===== src/rtl/mdu_seq.sv =====
// ---------------------------------------------------------------------------
// mdu_seq -- sequential multiply/divide unit with architectural HI/LO.
//
// Sits beside the single-cycle ALU and handles MULT, MULTU, DIV and DIVU,
// which take WIDTH iterations. MTHI/MTLO write HI/LO directly.
//
// Ports:
//   clk    rising-edge clock
//   rst    synchronous active-high reset; aborts any operation in flight
//   start  issue request, only honoured while busy=0
//   op     000 MULT, 001 MULTU, 010 DIV, 011 DIVU, 100 MTHI, 101 MTLO
//          110/111 are ignored
//   A      rs operand: multiplicand, dividend or MTHI/MTLO source
//   B      rt operand: multiplier or divisor
//   busy   high while a multiply/divide runs (RUN and FIX states)
//   done   one-cycle pulse in the cycle after HI/LO were written
//   hi     HI register (product high half or remainder)
//   lo     LO register (product low half or quotient)
//
// Latency: with start taken at edge E0, busy is high for WIDTH+1 cycles
// (WIDTH RUN iterations plus one FIX cycle). done and the new HI/LO show
// up together, and busy is already low in that cycle. A new op can be
// issued in that same cycle.
// ---------------------------------------------------------------------------
module mdu_seq #(
  parameter int WIDTH = 32
) (
  input  logic             clk,
  input  logic             rst,
  input  logic             start,
  input  logic [2:0]       op,
  input  logic [WIDTH-1:0] A,
  input  logic [WIDTH-1:0] B,
  output logic             busy,
  output logic             done,
  output logic [WIDTH-1:0] hi,
  output logic [WIDTH-1:0] lo
);

  localparam int CW = $clog2(WIDTH + 1);
  localparam logic [CW-1:0] CNT_LOAD = CW'(WIDTH);
  localparam logic [CW-1:0] CNT_LAST = CW'(1);

  typedef enum logic [1:0] {
    IDLE = 2'd0,
    RUN  = 2'd1,
    FIX  = 2'd2
  } state_t;

  state_t state_reg;
  logic [CW-1:0] cnt_reg;

  // The 2*WIDTH accumulator serves both algorithms.
  //   multiply: {partial product high half, remaining multiplier bits}
  //   divide:   {partial remainder, dividend bits / quotient bits}
  logic [2*WIDTH-1:0] acc_reg;
  logic [2*WIDTH-1:0] acc_next;

  // Multiplicand magnitude for multiply, divisor magnitude for divide.
  logic [WIDTH-1:0] opnd_reg;

  logic is_div_reg;
  logic neg_q_reg;     // negate product / quotient in FIX
  logic neg_r_reg;     // negate remainder in FIX (sign of the dividend)
  logic div_zero_reg;  // divisor was zero

  logic             done_reg;
  logic [WIDTH-1:0] hi_reg;
  logic [WIDTH-1:0] lo_reg;

  // ---------------------------------------------------------------------
  // Issue-side decode and operand magnitudes
  // ---------------------------------------------------------------------
  logic             op_muldiv;
  logic             op_div;
  logic             op_signed;
  logic             op_mthi;
  logic             op_mtlo;
  logic             a_neg;
  logic             b_neg;
  logic [WIDTH-1:0] mag_a;
  logic [WIDTH-1:0] mag_b;

  assign op_muldiv = ~op[2];
  assign op_div    = op[1];
  assign op_signed = ~op[0];
  assign op_mthi   = (op == 3'b100);
  assign op_mtlo   = (op == 3'b101);

  assign a_neg = op_signed & A[WIDTH-1];
  assign b_neg = op_signed & B[WIDTH-1];

  // The most negative value negates to itself. Read as unsigned, that is
  // exactly its magnitude, so no extra bit is needed.
  assign mag_a = a_neg ? (-A) : A;
  assign mag_b = b_neg ? (-B) : B;

  // ---------------------------------------------------------------------
  // Multiply iteration: shift-add, LSB of the accumulator selects the add
  // ---------------------------------------------------------------------
  logic [WIDTH-1:0]   mul_addend;
  logic [WIDTH:0]     mul_sum;
  logic [2*WIDTH-1:0] mul_step;

  for (genvar gi = 0; gi < WIDTH; gi++) begin : g_mul_addend
    assign mul_addend[gi] = opnd_reg[gi] & acc_reg[0];
  end

  // The carry out of the add becomes the new top bit after the shift.
  assign mul_sum  = {1'b0, acc_reg[2*WIDTH-1:WIDTH]} + {1'b0, mul_addend};
  assign mul_step = {mul_sum, acc_reg[WIDTH-1:1]};

  // ---------------------------------------------------------------------
  // Divide iteration: restoring, one quotient bit per cycle
  // ---------------------------------------------------------------------
  logic [WIDTH:0]     div_shift;
  logic [WIDTH:0]     div_trial;
  logic [WIDTH-1:0]   div_rem;
  logic [2*WIDTH-1:0] div_step;

  // Bring the next dividend bit into the remainder. The remainder is always
  // below the divisor, so the shifted value is below twice the divisor.
  // That means the trial difference's top bit is a clean borrow flag.
  assign div_shift = {acc_reg[2*WIDTH-1:WIDTH], acc_reg[WIDTH-1]};
  assign div_trial = div_shift - {1'b0, opnd_reg};
  assign div_rem   = div_trial[WIDTH] ? div_shift[WIDTH-1:0] : div_trial[WIDTH-1:0];
  assign div_step  = {div_rem, acc_reg[WIDTH-2:0], ~div_trial[WIDTH]};

  // With a zero divisor the accumulator is frozen. The dividend magnitude
  // then survives to FIX, where it is turned back into A for HI.
  always_comb begin
    acc_next = acc_reg;
    if (is_div_reg) begin
      if (!div_zero_reg) begin
        acc_next = div_step;
      end
    end else begin
      acc_next = mul_step;
    end
  end

  // ---------------------------------------------------------------------
  // Sign correction applied in FIX
  // ---------------------------------------------------------------------
  logic [2*WIDTH-1:0] prod_fix;
  logic [WIDTH-1:0]   quot_fix;
  logic [WIDTH-1:0]   rem_fix;
  logic [WIDTH-1:0]   fix_hi;
  logic [WIDTH-1:0]   fix_lo;

  assign prod_fix = neg_q_reg ? (-acc_reg) : acc_reg;
  assign quot_fix = neg_q_reg ? (-acc_reg[WIDTH-1:0]) : acc_reg[WIDTH-1:0];
  assign rem_fix  = neg_r_reg ? (-acc_reg[2*WIDTH-1:WIDTH]) : acc_reg[2*WIDTH-1:WIDTH];

  // Signed overflow (most negative / -1) needs no special case. The
  // magnitude quotient 2^(WIDTH-1) negates to itself, and the remainder is 0.
  always_comb begin
    fix_hi = prod_fix[2*WIDTH-1:WIDTH];
    fix_lo = prod_fix[WIDTH-1:0];
    if (is_div_reg) begin
      if (div_zero_reg) begin
        fix_hi = neg_r_reg ? (-acc_reg[WIDTH-1:0]) : acc_reg[WIDTH-1:0];
        fix_lo = '1;
      end else begin
        fix_hi = rem_fix;
        fix_lo = quot_fix;
      end
    end
  end

  // ---------------------------------------------------------------------
  // Control FSM with registered HI/LO/done
  // ---------------------------------------------------------------------
  always_ff @(posedge clk) begin
    if (rst) begin
      state_reg    <= IDLE;
      cnt_reg      <= '0;
      acc_reg      <= '0;
      opnd_reg     <= '0;
      is_div_reg   <= 1'b0;
      neg_q_reg    <= 1'b0;
      neg_r_reg    <= 1'b0;
      div_zero_reg <= 1'b0;
      done_reg     <= 1'b0;
      hi_reg       <= '0;
      lo_reg       <= '0;
    end else begin
      done_reg <= 1'b0;
      case (state_reg)
        IDLE: begin
          if (start) begin
            if (op_muldiv) begin
              is_div_reg   <= op_div;
              neg_q_reg    <= a_neg ^ b_neg;
              neg_r_reg    <= a_neg;
              div_zero_reg <= op_div & (B == '0);
              cnt_reg      <= CNT_LOAD;
              if (op_div) begin
                acc_reg  <= {{WIDTH{1'b0}}, mag_a};
                opnd_reg <= mag_b;
              end else begin
                acc_reg  <= {{WIDTH{1'b0}}, mag_b};
                opnd_reg <= mag_a;
              end
              state_reg <= RUN;
            end else if (op_mthi) begin
              hi_reg   <= A;
              done_reg <= 1'b1;
            end else if (op_mtlo) begin
              lo_reg   <= A;
              done_reg <= 1'b1;
            end
          end
        end

        RUN: begin
          acc_reg <= acc_next;
          cnt_reg <= cnt_reg - 1'b1;
          if (cnt_reg == CNT_LAST) begin
            state_reg <= FIX;
          end
        end

        FIX: begin
          hi_reg    <= fix_hi;
          lo_reg    <= fix_lo;
          done_reg  <= 1'b1;
          state_reg <= IDLE;
        end

        default: begin
          state_reg <= IDLE;
        end
      endcase
    end
  end

  assign busy = (state_reg != IDLE);
  assign done = done_reg;
  assign hi   = hi_reg;
  assign lo   = lo_reg;

endmodule

===== config.mk =====
export PLATFORM = sky130hd
export DESIGN_NAME = mdu_seq
export DESIGN_NICKNAME = d
export VERILOG_FILES = /design/src/rtl/mdu_seq.sv
export SDC_FILE = /design/constraint.sdc
export NUM_CORES = 1
export LEC_CHECK = 0
export CAP_MARGIN = 0
export CORE_UTILIZATION = 40
export DETAILED_ROUTE_END_ITERATION = 8
export SYNTH_ARGS = -nofsm -noshare
export SYNTH_HDL_FRONTEND = slang
export SYNTH_SLANG_ARGS = --single-unit

===== constraint.sdc =====
create_clock -name clk -period 4.1 [get_ports clk]
set_input_delay 1.025 -clock clk [delete_from_list [all_inputs] [get_ports clk]]
set_output_delay 1.025 -clock clk [all_outputs]
set_load 0.05 [all_outputs]

# [Word-level counts from Yosys, hierarchy flattened]
# Index checks and enable logic that the tools add are counted.
[totals] regBits=173
[classes] muxes=39 eq_ne=13 n_bitwise=39 n_addsub=8 reduce_logical=11
[ops] cell="32-bit 2-to-1 mux" count=19
[ops] cell="64-bit 2-to-1 mux" count=5
[ops] cell="32-bit negation" count=4
[ops] cell="32-bit one-hot mux with 2 select lines" count=2
[ops] cell="64-bit one-hot mux with 2 select lines" count=1
[ops] cell="64-bit negation" count=1
[ops] cell="1-bit AND" count=35
[ops] cell="32-bit by 32-bit adder with 33-bit output" count=1
[ops] cell="33-bit by 32-bit subtractor with 33-bit output" count=1
[ops] cell="32-bit logical NOT" count=1
[ops] cell="2-bit != test, second input constant" count=7
[ops] cell="6-bit 2-to-1 mux" count=2
[ops] cell="6-bit one-hot mux with 2 select lines" count=1
[ops] cell="3-bit AND reduction" count=3
[ops] cell="4-bit AND reduction" count=2
[ops] cell="3-bit == test, second input constant" count=2
[ops] cell="6-bit by 1-bit == test with 1-bit output, second input constant" count=1
[ops] cell="2-bit 2-to-1 mux" count=3
[ops] cell="2-bit nonzero test" count=3
[ops] cell="6-bit by 1-bit subtractor with 6-bit output, second input constant" count=1
[ops] cell="5-bit AND reduction" count=1
[ops] cell="1-bit 2-to-1 mux" count=4
[ops] cell="2-bit one-hot mux with 2 select lines" count=1
[ops] cell="3-bit != test, second input constant" count=1
[ops] cell="6 further kinds" count=8

# [Depth between registers and ports, before layout]
[depth] depth_word=7 mapped_depth=15

# [Worst setup path before layout]
# OpenSTA, ideal clock, no wires.
[synth_timing] path_kind="input -> register" startpoint="input B[9]" endpoint="register acc_reg[29]" path_stages=9 required_ps=3968 setup_slack_ps=561 setup_time_ps=132 arrival_ps=3407 path_cell_list="or4_1 or4_1 clkbuf_1 or4_1 o21ai_0 xor2_1 nand2_1 a21oi_1 nor3_1"
[synth_via] elab_chain_len=6
[synth_lines] item="start: declaration" line_no="33" text="input logic [WIDTH-1:0] B,"
[synth_lines] item="32-bit negation" line_no="96" text="assign mag_b = b_neg ? (-B) : B;"
[synth_lines] item="32-bit 2-to-1 mux" line_no="96"
[synth_lines] item="32-bit 2-to-1 mux" line_no="198" text="if (op_div) begin"
[synth_lines] item="64-bit 2-to-1 mux" line_no="192" text="if (op_muldiv) begin"
[synth_lines] item="64-bit 2-to-1 mux" line_no="191" text="if (start) begin"
[synth_lines] item="64-bit one-hot mux with 2 select lines" line_no="189" text="case (state_reg)"
[synth_lines] item="end signal: assignment" line_no="199" text="acc_reg <= {{WIDTH{1'b0}}, mag_a};"
[synth_lines] item="end signal: assignment" line_no="202" text="acc_reg <= {{WIDTH{1'b0}}, mag_b};"
[synth_lines] item="end signal: assignment" line_no="217" text="acc_reg <= acc_next;"
[synth_lines] item="end: declaration" line_no="56" text="logic [2*WIDTH-1:0] acc_reg;"
# No other way between the ends. The select of a mux whose other input is x is not followed.
# A chain may end at the register's enable or synchronous reset.

# [Worst setup path after layout]
[layout_timing] startpoint="register acc_reg[1]" endpoint="register hi_reg[16] (netlist: hi[16])"
[layout_via] elab_chain_len=5 elab_cells_between_ends=7
[layout_lines] item="32-bit negation" line_no="162" text="fix_hi = neg_r_reg ? (-acc_reg[WIDTH-1:0]) : acc_reg[WIDTH-1:0];"
[layout_lines] item="32-bit 2-to-1 mux" line_no="162"
[layout_lines] item="32-bit 2-to-1 mux" line_no="161" text="if (div_zero_reg) begin"
[layout_lines] item="32-bit 2-to-1 mux *" line_no="160" text="if (is_div_reg) begin"
[layout_lines] item="32-bit one-hot mux with 2 select lines *" line_no="189"
[layout_lines] item="end signal: assignment" line_no="225" text="hi_reg <= fix_hi;"
[layout_lines] item="end: declaration" line_no="68" text="logic [WIDTH-1:0] hi_reg;"
# Every way passes the cells marked *; elsewhere a longest branch is shown, timed or not.

==> metrics <==
status=finished with violations; failing checks=design-rule violations; Synth area leaders=dfxtp_1 21%, a21oi_1 6.8%, nand2_1 6.1%, xnor2_1 6.1%, ha_1 5.3%; crit-path max FO=9; syn avg cell area=7.03 sq um; Critical R2R Launch=acc_reg[1]; vias in the first global route=17100; CTS tree=yes; CTS root buffer=clkbuf_16; # diodes=0; Leak=0.00718 uW; Distinct cells, synth=82; fmax=0.249 GHz; synth warn=0; most frequent cells in the layout=273 x nand2_1, 228 x a21oi_1, 225 x nor2_1, 169 x dfxtp_1, 155 x o21ai_0; number of synthesized flops with an enable pin=0; Initial DRT Pass Iterations=9; Setup Fix Bufs, Post-CTS=0; Final ANT Viol Nets=0; gr usage total=0.317; # hold bufs at CTS=0; worst min path class=flop to flop; Die ar.=42500 sq um; final wirelength=68000 um; Sw Ratio=0.378; DRT iter0 DRCs=1933; top cell type's share of synthesized area=0.208; Starting Density=0.406; WHS=0.455 ns; Layout Nets=2577; Area Growth Syn to Fin=16.6%; ys flop type=dfxtp_1; Synth Cell Area=16700 sq um; VDD IR max=0.000319 V; syn nets=2514; row cnt=74; post-CTS resize count=0; Logic pwr share=0.331; most common cell after layout, fill and taps aside=nand2_1; vias post-DR=18800; post-layout min period=4.01 ns; clock slew at reported path FFs=0.08 ns; Core Area=41000 sq um; crit path kind=flop to flop; GPL Wtd Cong=0.959; largest net degree at the start of global routing=117; Die W=206 um; clk buf depth=2; Sink Count=173; DR DRC count=4; Max Cap Viol=0; fin. max-slew vios=0; die extent in y=206 um; # fillers=4157; Post-synth ARST share=0; WP data arrival=4.35 ns; I/O pin total=136; dpl hpwl=52300 um; PortBufs=135; setup_tns=0 ns; Slew @ Worst Pin=0.760 ns; RSZ-0062 raised after global routing=no; # setup viols final=0; leading area contributor after synthesis=dfxtp_1; CTS H-Tree Depth=4; clock share of power=0.331; CTS buffer count=17; Psw=2140 uW; first-pass GRT wire length=102000 um; WL/cell=22.8 um; layout cell share with drive strength beyond 1=0.0748; crit end category=flop; initial antenna violation count=0; Final Hold Fails=0; via/cell ratio=6.31; Startpoint Class=flop; total congestion overflow=0; relative slew slack=0.493; Seq/Total Area, Yosys=0.208; Worst Clk Skew=0.0164 ns; cell area power density=291 nW/um^2; CP startpoint=acc_reg[1]; FF+latch count, synth=173; period utilization=0.979; Seq pwr share=0.338; Int Pwr=3530 uW; max FFs per register=64; critical path required time=4.43 ns; worst skew pair latency=0.48 ns; Post-Synthesis Cells=2372; min-delay src=lo[11]
-- metal layers --
layer  vias to the layer above  GRT usage  share of wire
li1                       8767          -              -
met1                      9017      0.435           0.43
met2                       865      0.484           0.44
met3                       145     0.0503          0.082
met4                         0      0.145          0.043
met5                         -          0              0
-- Yosys cell counts, drive strengths merged, types with 25 or more instances --
master  number
or3         45
mux2i       78
nand3       52
nor3        73
clkbuf     178
o21ai      158
ha          70
a21oi      228
o221ai      33
nand2b      25
inv         72
xnor2      117
a31oi       32
dfxtp      173
a211oi      63
and3        26
nand2      273
o211ai      33
nor2       227
xor2        66
-- worst paths after layout --
check / end / slack, ns / cells past startpoint
setup / recovery: hi[16] / 0.09 / 11
hold reg to reg: lo[11] / 0.45 / 2
setup reg to reg: hi[16] / 0.09 / 11
hold / removal: lo[11] / 0.45 / 2
-- metrics by stage --
step / instance area (sq um) / setup WS, ns / util / power (uW) / cells
6_report: 19400 / 0.0854 / 0.474 / 5670 / 2980
5_1_grt: 19400 / 0.00901 / 0.474 / 5900 / 2980
4_1_cts: 19400 / 0.227 / 0.474 / 5640 / 2980
3_5_place_dp: 18800 / 0.0766 / 0.458 / 3780 / 2948
3_3_place_gp: 18800 / 0.0885 / 0.458 / 3760 / 2948
2_1_floorplan: 16700 / 0.561 / - / 3100 / 2372
-- worst max-delay path: stages, from the launching register on --
cell      delay (ns)
dfxtp_1         0.36
inv_1           0.20
ha_1            0.23
or3b_1          0.56
nor4_4          0.64
nand4_2         0.43
o41ai_1         0.45
xnor2_1         0.11
o21ai_0         0.16
a21oi_1         0.10
a211oi_1        0.51
nor3_1          0.11
-- layout make-up --
cell class                 count  area (sq um)  area share
timing repair buffer         244          2190       0.112
sequential                   173          3470       0.179
tap                          532           666      0.0342
clock inverter                13           200      0.0103
multi-input combinational   1927         12200       0.628
inverter                      72           270      0.0139
clock buffer                  19           443      0.0228
-- power groups by stage --
stage	sequential, uW	clock, uW	combinational, uW
after detailed placement	1950	0	1830
final	1920	1870	1880
after CTS	1910	1890	1840
after global routing	1920	1960	2010
after floorplan	1910	0	1190
after global placement	1950	0	1810
-- cell families after synthesis --
family                     share of synthesized area
xor gates and xnor gates                      0.0961
muxes                                         0.0509
and+or+nand+nor                                0.233
DFF                                            0.208
AOI/OAI and AO/OA                              0.295
adders and majority gates                     0.0549
buffers and inverters                         0.0621
Note: power is estimated with default switching activity, not from simulation.
==> variant (same settings) <==
Register the output `lo` once more, with the module's reset; this adds one clock of latency there. The other outputs are not delayed to match.
--- a/src/rtl/mdu_seq.sv
+++ b/src/rtl/mdu_seq.sv
@@ -240,3 +240,9 @@
   assign hi   = hi_reg;
-  assign lo   = lo_reg;
+  always_ff @(posedge clk) begin
+    if (rst) begin
+      lo <= '0;
+    end else begin
+      lo <= lo_reg;
+    end
+  end
 
Function: changed (a bounded check fails within 4 cycles, from zero or initial values and one cycle with rst high).
==> variant against the unedited design <==
Worst setup slack better by 23 ps; clock skew is 22 ps higher; sequential cell count increased by 32; final area is 4.8% higher; die area grew 4.5%; routed wire length rose by 8.4%; critical path depth rose by 3; non-clock buffer count is 20 higher; power increased by 14%; sequential share of layout area up 2.3 points; synthesized area grew 4.5%; critical path type unchanged.
==> variant: results (changes against the unedited design) <==
Route:
- The number of DRC markers in iteration 0 is 2389 (+24%).
- In this run the top signal layer used is met5.
- The routed wire length on met3 is 6620 um (+19%).
- The number of vias after detailed routing is 19181 (+2.1%).
- The detailed-route vias per instance is 6.17 (-2.2%).
- The number of iterations in the first detailed-routing pass is 6 (-3).
- The length of routed met2 wiring came to 33100 um (+9.9%).
- The routed metal-1 wirelength is 30400 um (+3.6%).

Status:
- The run finished with clean final reports.

Timing:
- The pin slew with the least headroom to its limit is 1190 ps (+427 ps).

Critical path:
- The family with the most delay on the worst path is compound AO/OA/AOI/OAI gates.
- Among all stages on the critical path, the largest delay is contributed by sky130_fd_sc_hd__a2111oi_1.
- The largest driver fanout on the critical path was 12 (+3).
- The largest stage delay on the critical path is 550 ps (-90 ps).
- The arrival time of data at the critical path endpoint was 4430 ps (+80 ps).

Pwr:
- The peak supply drop is 0.266 mV (-16%).
- The leakage power came to 7.66 nW (+6.6%).

Logic synthesis:
- The portion of synthesized cell area occupied by the leading cell type was 0.236 (+0.0278).
- The number of nets produced by synthesis is 2564 (+2.0%).
- The post-synthesis area per instance is 7.19 um2 (+2.3%).

Placement:
- The instance area after placement is 19600 um2 (+4.3%).
- The count of placed standard cells including taps is 3067 (+4.0%).
- The half-perimeter wire length of the detailed placement result was 56800 um (+8.6%).

Global route:
- The via count of the first global-routing pass is 17410 (+2.0%).
- The overall fraction of global-route tracks in use is 0.320 (+0.00314).
- The pin count of the biggest net entering global routing is 102 (-13%).
- The global-route wire length before repair is 109000 um (+6.2%).

Clocking:
- The total CTS buffers is 24 (+7).
- The maximum level of the CTS H-tree is 1 (-3).

Final layout:
- The final layout net count was 2650 (+2.8%).

Min path:
- The startpoint of the lowest-slack hold path is lo_reg[28].
## variant: cell count changes in the layout (fill, tap and decap cells not counted), sizes merged, moves of 9 or more
cell	delta
a211o	-10
mux2i	-20
clkbuf	+10
a211oi	+13
or2	+9
nor2b	+30
nand2	-17
nor2	+42
inv	-10
dfxtp	+32
nor3	-12
buf	+20
## variant: routing by layer
metal | up-vias | track usage
li1 | 8904 | -
met1 | 9033 | 0.417
met3 | 194 | 0.0513
met4 | 2 | 0.140
met2 | 1048 | 0.522
met5 | - | 0
## variant: final timing paths
kind	to	cells past startpoint	slack, ps
setup / recovery	acc_reg[42]	14	110
hold / removal	lo_reg[28]	2	450
setup reg to reg	acc_reg[42]	14	110
hold reg to reg	lo_reg[28]	2	450
## variant: cell type report
class / instances / area (um2)
tap: 585 / 732
timing repair buffer: 264 / 2370
fill: 4347 / 22600
clock inverter: 14 / 129
clock buffer: 29 / 649
inverter: 66 / 248
multi-input combinational: 1947 / 12100
sequential: 205 / 4110
## variant: where the power goes
part	switching, mW	total, mW	internal [mW]
clock network	0.971	2.18	1.21
logic	1.32	2.07	0.753
registers	0.117	2.20	2.08
total	2.41	6.45	4.04
## variant: kinds of logic (layout without fill, tap and decap cells)
kind of cell	count (synthesis)	count (layout)	share of synthesized area
buffers and inverters	270	373	0.0693
DFF	205	205	0.236
AOI/OAI and AO/OA	761	761	0.280
muxes	61	61	0.0359
and+or+nand+nor	867	867	0.233
xor gates and xnor gates	186	186	0.0935
adders and majority gates	72	72	0.0526
## variant: timing repair
item	CTS	global route
hold buffers	0	0
setup endpoints to repair	0	7
gates resized for setup	0	1
buffers inserted	0	0
## variant: worst min-delay path, cell delays in order (launching register included)
cell,delay (ps)
sky130_fd_sc_hd__dfxtp_1,300
sky130_fd_sc_hd__nand2_1,50
sky130_fd_sc_hd__a21oi_1,50
